$ cat config.mk
export PLATFORM = sky130hd
export DESIGN_NAME = mc_cpu
export DESIGN_NICKNAME = d
export VERILOG_FILES = /design/src/rtl/mc_cpu.sv
export SDC_FILE = /design/constraint.sdc
export NUM_CORES = 2
export LEC_CHECK = 0
export CORE_ASPECT_RATIO = 2
export CORE_MARGIN = 3
export CORE_UTILIZATION = 45
export CTS_CLUSTER_DIAMETER = 60
export DETAILED_ROUTE_END_ITERATION = 6
export GPL_ROUTABILITY_DRIVEN = 0
export HOLD_SLACK_MARGIN = 0.03
export PLACE_DENSITY = 0.66
export SYNTH_ARGS = -nofsm -noshare
export SYNTH_HDL_FRONTEND = slang
export SYNTH_SLANG_ARGS = --single-unit
$ cat constraint.sdc
create_clock -name clk -period 51.2 [get_ports clk]
set_input_delay 10.24 -clock clk [delete_from_list [all_inputs] [get_ports clk]]
set_output_delay 10.24 -clock clk [all_outputs]
set_load 0.02 [all_outputs]
$ cat src/rtl/mc_cpu.sv
// Multi-cycle MIPS integer-subset core sharing one valid/ready memory port for
// instruction fetch and data access; one FSM state per instruction phase.
module mc_cpu #(
  parameter logic [31:0] RESET_PC        = 32'h0000_0000,
  parameter bit          HALT_ON_ILLEGAL = 1'b1,
  parameter int          CNT_W           = 32
) (
  input  logic             clk,
  input  logic             rst,
  output logic             mem_req,
  output logic             mem_we,
  output logic [31:0]      mem_addr,
  output logic [31:0]      mem_wdata,
  input  logic [31:0]      mem_rdata,
  input  logic             mem_ready,
  output logic [31:0]      PC,
  output logic             halted,
  output logic [CNT_W-1:0] instret,
  input  logic [4:0]       reg_sel,
  output logic [31:0]      reg_data
);

  typedef enum logic [2:0] {
    S_FETCH, S_DECODE, S_EXEC, S_MEM, S_WB, S_HALT
  } state_t;

  localparam logic [5:0] OP_RTYPE = 6'h00, OP_J   = 6'h02, OP_BEQ = 6'h04,
                         OP_ADDIU = 6'h09, OP_ORI = 6'h0D, OP_LUI = 6'h0F,
                         OP_LW    = 6'h23, OP_SW  = 6'h2B;
  localparam logic [5:0] FN_SLL = 6'h00, FN_ADDU = 6'h21, FN_SUBU = 6'h23,
                         FN_AND = 6'h24, FN_OR   = 6'h25, FN_SLT  = 6'h2A;

  state_t             state_q, state_d;
  logic [31:0]        pc_q, pc_d;
  logic [31:0]        ir_q, ir_d;
  logic [31:0]        a_q, a_d;
  logic [31:0]        b_q, b_d;
  logic [31:0]        alu_q, alu_d;
  logic [31:0]        mdr_q, mdr_d;
  logic [CNT_W-1:0]   instret_q, instret_d;
  logic [31:0]        gpr_q [32];

  logic               gpr_we;
  logic [4:0]         gpr_waddr;
  logic [31:0]        gpr_wdata;
  logic               req_c, we_c, retire;

  logic [5:0]  op, funct;
  logic [4:0]  rs, rt, rd, shamt;
  logic [15:0] imm;
  logic [25:0] target;
  logic [31:0] imm_sext, imm_zext, pc_plus4, br_off;
  logic        legal;

  assign op       = ir_q[31:26];
  assign rs       = ir_q[25:21];
  assign rt       = ir_q[20:16];
  assign rd       = ir_q[15:11];
  assign shamt    = ir_q[10:6];
  assign funct    = ir_q[5:0];
  assign imm      = ir_q[15:0];
  assign target   = ir_q[25:0];
  assign imm_sext = {{16{imm[15]}}, imm};
  assign imm_zext = {16'h0000, imm};
  assign br_off   = {{14{imm[15]}}, imm, 2'b00};
  assign pc_plus4 = pc_q + 32'd4;

  always_comb begin
    legal = 1'b0;
    if (op == OP_RTYPE)
      legal = funct inside {FN_SLL, FN_ADDU, FN_SUBU, FN_AND, FN_OR, FN_SLT};
    else
      legal = op inside {OP_J, OP_BEQ, OP_ADDIU, OP_ORI, OP_LUI, OP_LW, OP_SW};
  end

  always_comb begin
    state_d   = state_q;
    pc_d      = pc_q;
    ir_d      = ir_q;
    a_d       = a_q;
    b_d       = b_q;
    alu_d     = alu_q;
    mdr_d     = mdr_q;
    instret_d = instret_q;
    gpr_we    = 1'b0;
    gpr_waddr = 5'd0;
    gpr_wdata = 32'h0;
    req_c     = 1'b0;
    we_c      = 1'b0;
    mem_addr  = {pc_q[31:2], 2'b00};
    mem_wdata = b_q;
    retire    = 1'b0;

    unique case (state_q)
      S_FETCH: begin
        req_c = 1'b1;
        if (mem_ready) begin
          ir_d    = mem_rdata;
          state_d = S_DECODE;
        end
      end
      S_DECODE: begin
        a_d = gpr_q[rs];
        b_d = gpr_q[rt];
        if (legal) begin
          state_d = S_EXEC;
        end else if (HALT_ON_ILLEGAL) begin
          state_d = S_HALT;
        end else begin
          pc_d    = pc_plus4;
          retire  = 1'b1;
          state_d = S_FETCH;
        end
      end
      S_EXEC: begin
        state_d = S_WB;
        unique case (op)
          OP_RTYPE: begin
            unique case (funct)
              FN_ADDU: alu_d = a_q + b_q;
              FN_SUBU: alu_d = a_q - b_q;
              FN_AND:  alu_d = a_q & b_q;
              FN_OR:   alu_d = a_q | b_q;
              FN_SLT:  alu_d = {31'd0, $signed(a_q) < $signed(b_q)};
              default: alu_d = b_q << shamt;
            endcase
          end
          OP_ADDIU: alu_d = a_q + imm_sext;
          OP_ORI:   alu_d = a_q | imm_zext;
          OP_LUI:   alu_d = {imm, 16'h0000};
          OP_LW, OP_SW: begin
            alu_d   = a_q + imm_sext;
            state_d = S_MEM;
          end
          OP_BEQ: begin
            pc_d    = (a_q == b_q) ? pc_plus4 + br_off : pc_plus4;
            retire  = 1'b1;
            state_d = S_FETCH;
          end
          default: begin
            pc_d    = {pc_plus4[31:28], target, 2'b00};
            retire  = 1'b1;
            state_d = S_FETCH;
          end
        endcase
      end
      S_MEM: begin
        // alu_q is frozen here, so address and data stay stable across wait states
        req_c    = 1'b1;
        we_c     = (op == OP_SW);
        mem_addr = {alu_q[31:2], 2'b00};
        if (mem_ready) begin
          if (op == OP_SW) begin
            pc_d    = pc_plus4;
            retire  = 1'b1;
            state_d = S_FETCH;
          end else begin
            mdr_d   = mem_rdata;
            state_d = S_WB;
          end
        end
      end
      S_WB: begin
        gpr_we    = 1'b1;
        gpr_waddr = (op == OP_RTYPE) ? rd : rt;
        gpr_wdata = (op == OP_LW) ? mdr_q : alu_q;
        pc_d      = pc_plus4;
        retire    = 1'b1;
        state_d   = S_FETCH;
      end
      default: begin
        state_d = S_HALT;
      end
    endcase

    if (retire) instret_d = instret_q + CNT_W'(1);
  end

  always_ff @(posedge clk or posedge rst) begin
    if (rst) begin
      state_q   <= S_FETCH;
      pc_q      <= RESET_PC;
      ir_q      <= 32'h0;
      a_q       <= 32'h0;
      b_q       <= 32'h0;
      alu_q     <= 32'h0;
      mdr_q     <= 32'h0;
      instret_q <= '0;
    end else begin
      state_q   <= state_d;
      pc_q      <= pc_d;
      ir_q      <= ir_d;
      a_q       <= a_d;
      b_q       <= b_d;
      alu_q     <= alu_d;
      mdr_q     <= mdr_d;
      instret_q <= instret_d;
    end
  end

  // Register 0 never matches the write enable, so it stays at its reset value.
  for (genvar gi = 0; gi < 32; gi++) begin : g_gpr
    always_ff @(posedge clk or posedge rst) begin
      if (rst)
        gpr_q[gi] <= 32'h0;
      else if (gpr_we && (gpr_waddr == 5'(gi)) && (gi != 0))
        gpr_q[gi] <= gpr_wdata;
    end
  end

  // rst gates the request combinationally so an aborted access vanishes at once
  assign mem_req  = req_c & ~rst;
  assign mem_we   = we_c & ~rst;
  assign PC       = pc_q;
  assign halted   = (state_q == S_HALT);
  assign instret  = instret_q;
  assign reg_data = (reg_sel == 5'd0) ? 32'h0 : gpr_q[reg_sel];

endmodule

After elaboration in Yosys (flattened, before gate mapping):

Cells that the tools add are included.

* flip-flop bits (word level): 1219
* bits in latches: 0
* memory bits (writable): 0
* memory bits (read-only): 0
* bits of input ports: 40
* output and inout bits: 163
* logic and storage cells: 198
* memories kept: 0

* add/sub/neg operators: 6
* multipliers: 0
* divide/modulo/power cells: 0
* order comparisons: 4
* equal/unequal tests: 53
* shift-type cells: 1
* mux-type cells: 36
* bitwise operators: 10
* reduce and logical (&&, ||, !) cells: 49

Operator list (count)
* $bmux W32 S5: 3
* $mux W32: 13
* $pmux W32 S5: 1
* $pmux W32 S4: 1
* $add A32 B32 Y32: 3
* $pmux W32 S3: 1
* $eq A5 B5 Y1 const B: 16
* $pmux W32 S2: 1
* $eq A6 B6 Y1 const B: 7
* $eq A5 B4 Y1 const B: 8
* $add A32 B1 Y32 const B: 1
* $add A32 B3 Y32 const B: 1
* $and A32 B32 Y32: 1
* $eq A32 B32 Y1: 1
* $lt A32 B32 Y1: 1
* $or A32 B16 Y32: 1
* $or A32 B32 Y32: 1
* $shl A32 B5 Y32: 1
* $sub A32 B32 Y32: 1
* $logic_and A1 B1 Y1: 31
* $eq A5 B3 Y1 const B: 4
* $eq A6 B4 Y1 const B: 3
* $ge A6 B6 Y1 const B: 3
* $not A5 Y6: 3
* 30 further kinds: 52

Longest topological paths before layout:

* depth in word-level cells: 5
* gate-level depth with buffers: 19
* mapped depth without buffers: 19

Least setup slack after synthesis:

No wires, ideal clock.

* path type: in2out
* start: input port reg_sel[0]
* end: output port reg_data[10]
* data arrival time: 12.692 ns
* required time: 40.960 ns
* setup slack: 28.268 ns
* stages on the path: 7
* path buffers: 4
* path through: clkbuf_1 -> clkbuf_1 -> buf_1 -> clkbuf_1 -> mux4_2 -> mux4_2 -> mux2_2

* word-level cells in the longest chain between the ends: 5

Ends and longest elaborated chain
* from (decl): line 19 `input logic [4:0] reg_sel,`
* $not A5 Y6 (implied by the code): line 217 `assign reg_data = (reg_sel == 5'd0) ? 32'h0 : gpr_q[reg_sel];`
* $bmux W32 S5: line 217
* $mux W32 (implied by the code) (2 in a row): line 217
* $mux W32 *: line 217
* to (decl): line 20 `output logic [31:0] reg_data`

Mark *: on every way between the ends. The rest lies on a longest branch, timed or not. The select of a mux whose other input is x is not followed.

Worst setup path in the final report:

* start: input port reg_sel[0]
* end: output port reg_data[11]

The elaborated chain is that of the path after synthesis.

==> out/qor.txt <==
status - finished, violations left
failing checks - DRC, capacitance limit
Ports - 203
f_max - 40.12 MHz
asr flop ratio synth - 100.0%
worst vdd ir - 0.03121 mV
worst clock skew - 46.38 ps
Vias - 64.12k
sinks on the clock net - 1217
die width - 302.0 um
Post-synth EDFFs - 0
share of post-route cells with drive strength above 1 - 21.48%
sequential area share after synthesis - 38.61%
number of global-route vias before repair - 64.06k
CP peak stage delay - 920 ps
critical path required time - 40960 ps
1st-pass router iterations - 7
TritonCTS clock tree - done
H-tree Lvls - 3
detailed-route wire length - 303500 um
pin count of the biggest net entering global routing - 186
starting density of the core - 45.39%
YS warnings - 32
Max Buffers Root-to-Sink - 3
Remaining Overflow, GRT - 0
post-synth cell types - 91
Slew @ Worst Pin - 1482 ps
CTS clock-pin slew for the worst setup and hold paths - 70 ps
vias per cell - 6.810
Finished Core Util - 49.83%
Floorplan Core Area - 173800 sq um
Slew HR - 0.1546%
area leader, netlist - dfrtp_1
crit end category - output port
slowest cell on the critical path - buf_4
GRT Util Overall - 34.20%
Final HPWL DP - 193200 um
cell count after synthesis - 7246
Residual DRC - 2
cell chosen for the clock root - clkbuf_16
mapped cell area - 78870 sq um
Pleak - 34.84 nW
Fin. Hold Viols - 0
ANT nets after route - 0
max cap viols - 1
fin. max-slew vios - 0
clk_lat worst skew - 780 ps
Synth top cells by count - nand2_1 (1370), dfrtp_1 (1217), o21ai_0 (1181), mux4_2 (884), clkbuf_1 (548)
largest cells by area after synthesis - dfrtp_1 (39%), mux4_2 (25%), o21ai_0 (7.5%)
pre-CTS setup slack - 26220 ps
RSZ-0062 raised after global routing - no
cts hold-fix bufs - 0
DP Area - 82420 sq um
# Post-CTS Setup Buffers - 0
post-layout minimum cycle time - 24920 ps
Worst Path Max Fanout - 57
Final Net Count - 7234
FP Rows - 216
post-route setup TNS - 0 ps
Synth Register Bits - 1217
pwr dens - 23.67 nW/um^2
crit path launch type - input port
chip height - 598.1 um
Synth top area share - 38.61%
final instance area - 86600 sq um
Num CTS Buffers - 109
first-pass GRT wire length - 447500 um
drt initial violations - 7356
PortBufs - 198
critical-path cell list - buf_8 > buf_4 > buf_4 > mux4_2 > mux4_2 > mux2_2 > clkdlybuf4s50_1
Die Footprint - 180600 sq um
final worst slack - 26280 ps
Routed wire per std cell - 32.24 um
Hold Crit Class - reg2reg
Reg2Reg Setup Slack - 45290 ps
Main synth FF type - dfrtp_1
crit share post-route - 48.68%
initial antenna violation count - 38
Worst Path Class, Setup - in2out
Final setup viols - 0
cell with the most instances after synthesis - nand2_1
area grow syn2layout - 9.796%
cts repair resizes - 0
Avg Inst Size Synth - 10.88 sq um
crit path DAT - 14680 ps
sequential cells by signal, indices dropped and copies added, names as in the netlist:
name,cells
mdr_q,32
PC,30
a_q,32
mem_wdata,32
alu_q,32
instret,32
ir_q,32
state_q,3
gpr_q,992
area by class of cell:
class / count / area, sq um
Multi-Input combinational cell: 5229 / 45700
Sequential cell: 1217 / 30500
Fill cell: 15104 / 87180
Inverter: 128 / 488.0
Antenna cell: 23 / 57.56
Clock inverter: 57 / 802.0
Timing Repair Buffer: 324 / 3042
Clock buffer: 149 / 3148
Tap cell: 2289 / 2864
cells in the final DEF (no fill, tap or decap), drive strengths merged, types with 152 or more instances in the layout:
master,synthesis,final
o21ai,1219,1219
clkdlybuf4s50,0,193
ha,181,181
nand2,1370,1370
nor2,205,205
mux2,238,238
a21oi,179,179
mux4,884,884
dfrtp,1217,1217
clkbuf,548,152
cell families (layout without fill, tap and decap cells):
group	count (synthesis)	count (layout)	synth area share (%)
other	1	27	0.004755
flip-flops	1217	1217	38.61
AO/OA/AOI/OAI	1842	1842	13.53
multiplexers	1222	1222	29.91
XOR/XNOR	131	131	1.455
AND/OR/NAND/NOR	1845	1845	9.620
buffers and inverters	803	658	3.895
adder cells (fa/ha/maj)	185	185	2.973
worst max-delay path: cells and delay by family:
| kind | cells | cell delay (ps) |
|---|---|---|
| muxes | 3 | 1450 |
| buffers and inverters | 4 | 2770 |
per-stage QoR:
stage               total power (W)  hold WS, ps  cells
floorplan                  0.001094        441.3   7249
global placement           0.001139        459.7   9178
detailed placement         0.001141        476.8   9178
CTS                        0.002049        490.7   9384
global route               0.002099        506.8   9395
finish                     0.002050        489.3   9416
path summary, 6_finish.rpt:
| path | start | end | cells past startpoint |
|---|---|---|---|
| max | reg_sel[0] | reg_data[11] | 7 |
| min | instret[31] | instret[31] | 1 |
| max reg2reg | ir_q[15] | alu_q[21] | 12 |
| min reg2reg | instret[31] | instret[31] | 1 |
| max in group asynchronous | rst | gpr_q[364] | 5 |
| min in group asynchronous | rst | PC[12] | 2 |
routing by layer:
layer | share of wire (%) | up-vias | GRT usage [%]
met1 | 31 | 31839 | 36.48
met5 | 0.059 | - | 0.4870
li1 | - | 26463 | -
met4 | 11 | 28 | 29.38
met3 | 11 | 1604 | 12.00
met2 | 47 | 4187 | 53.80
power by group:
part	total, W	leakage, nW	switching, W	internal, W
Combinational	0.000155	16.1	0.000105	0.0000508
Sequential	0.000972	16.8	0.00000995	0.000962
Clock	0.000922	1.94	0.000415	0.000507
Total	0.00205	34.8	0.000530	0.00152
Note: power is estimated with default switching activity, not from simulation.
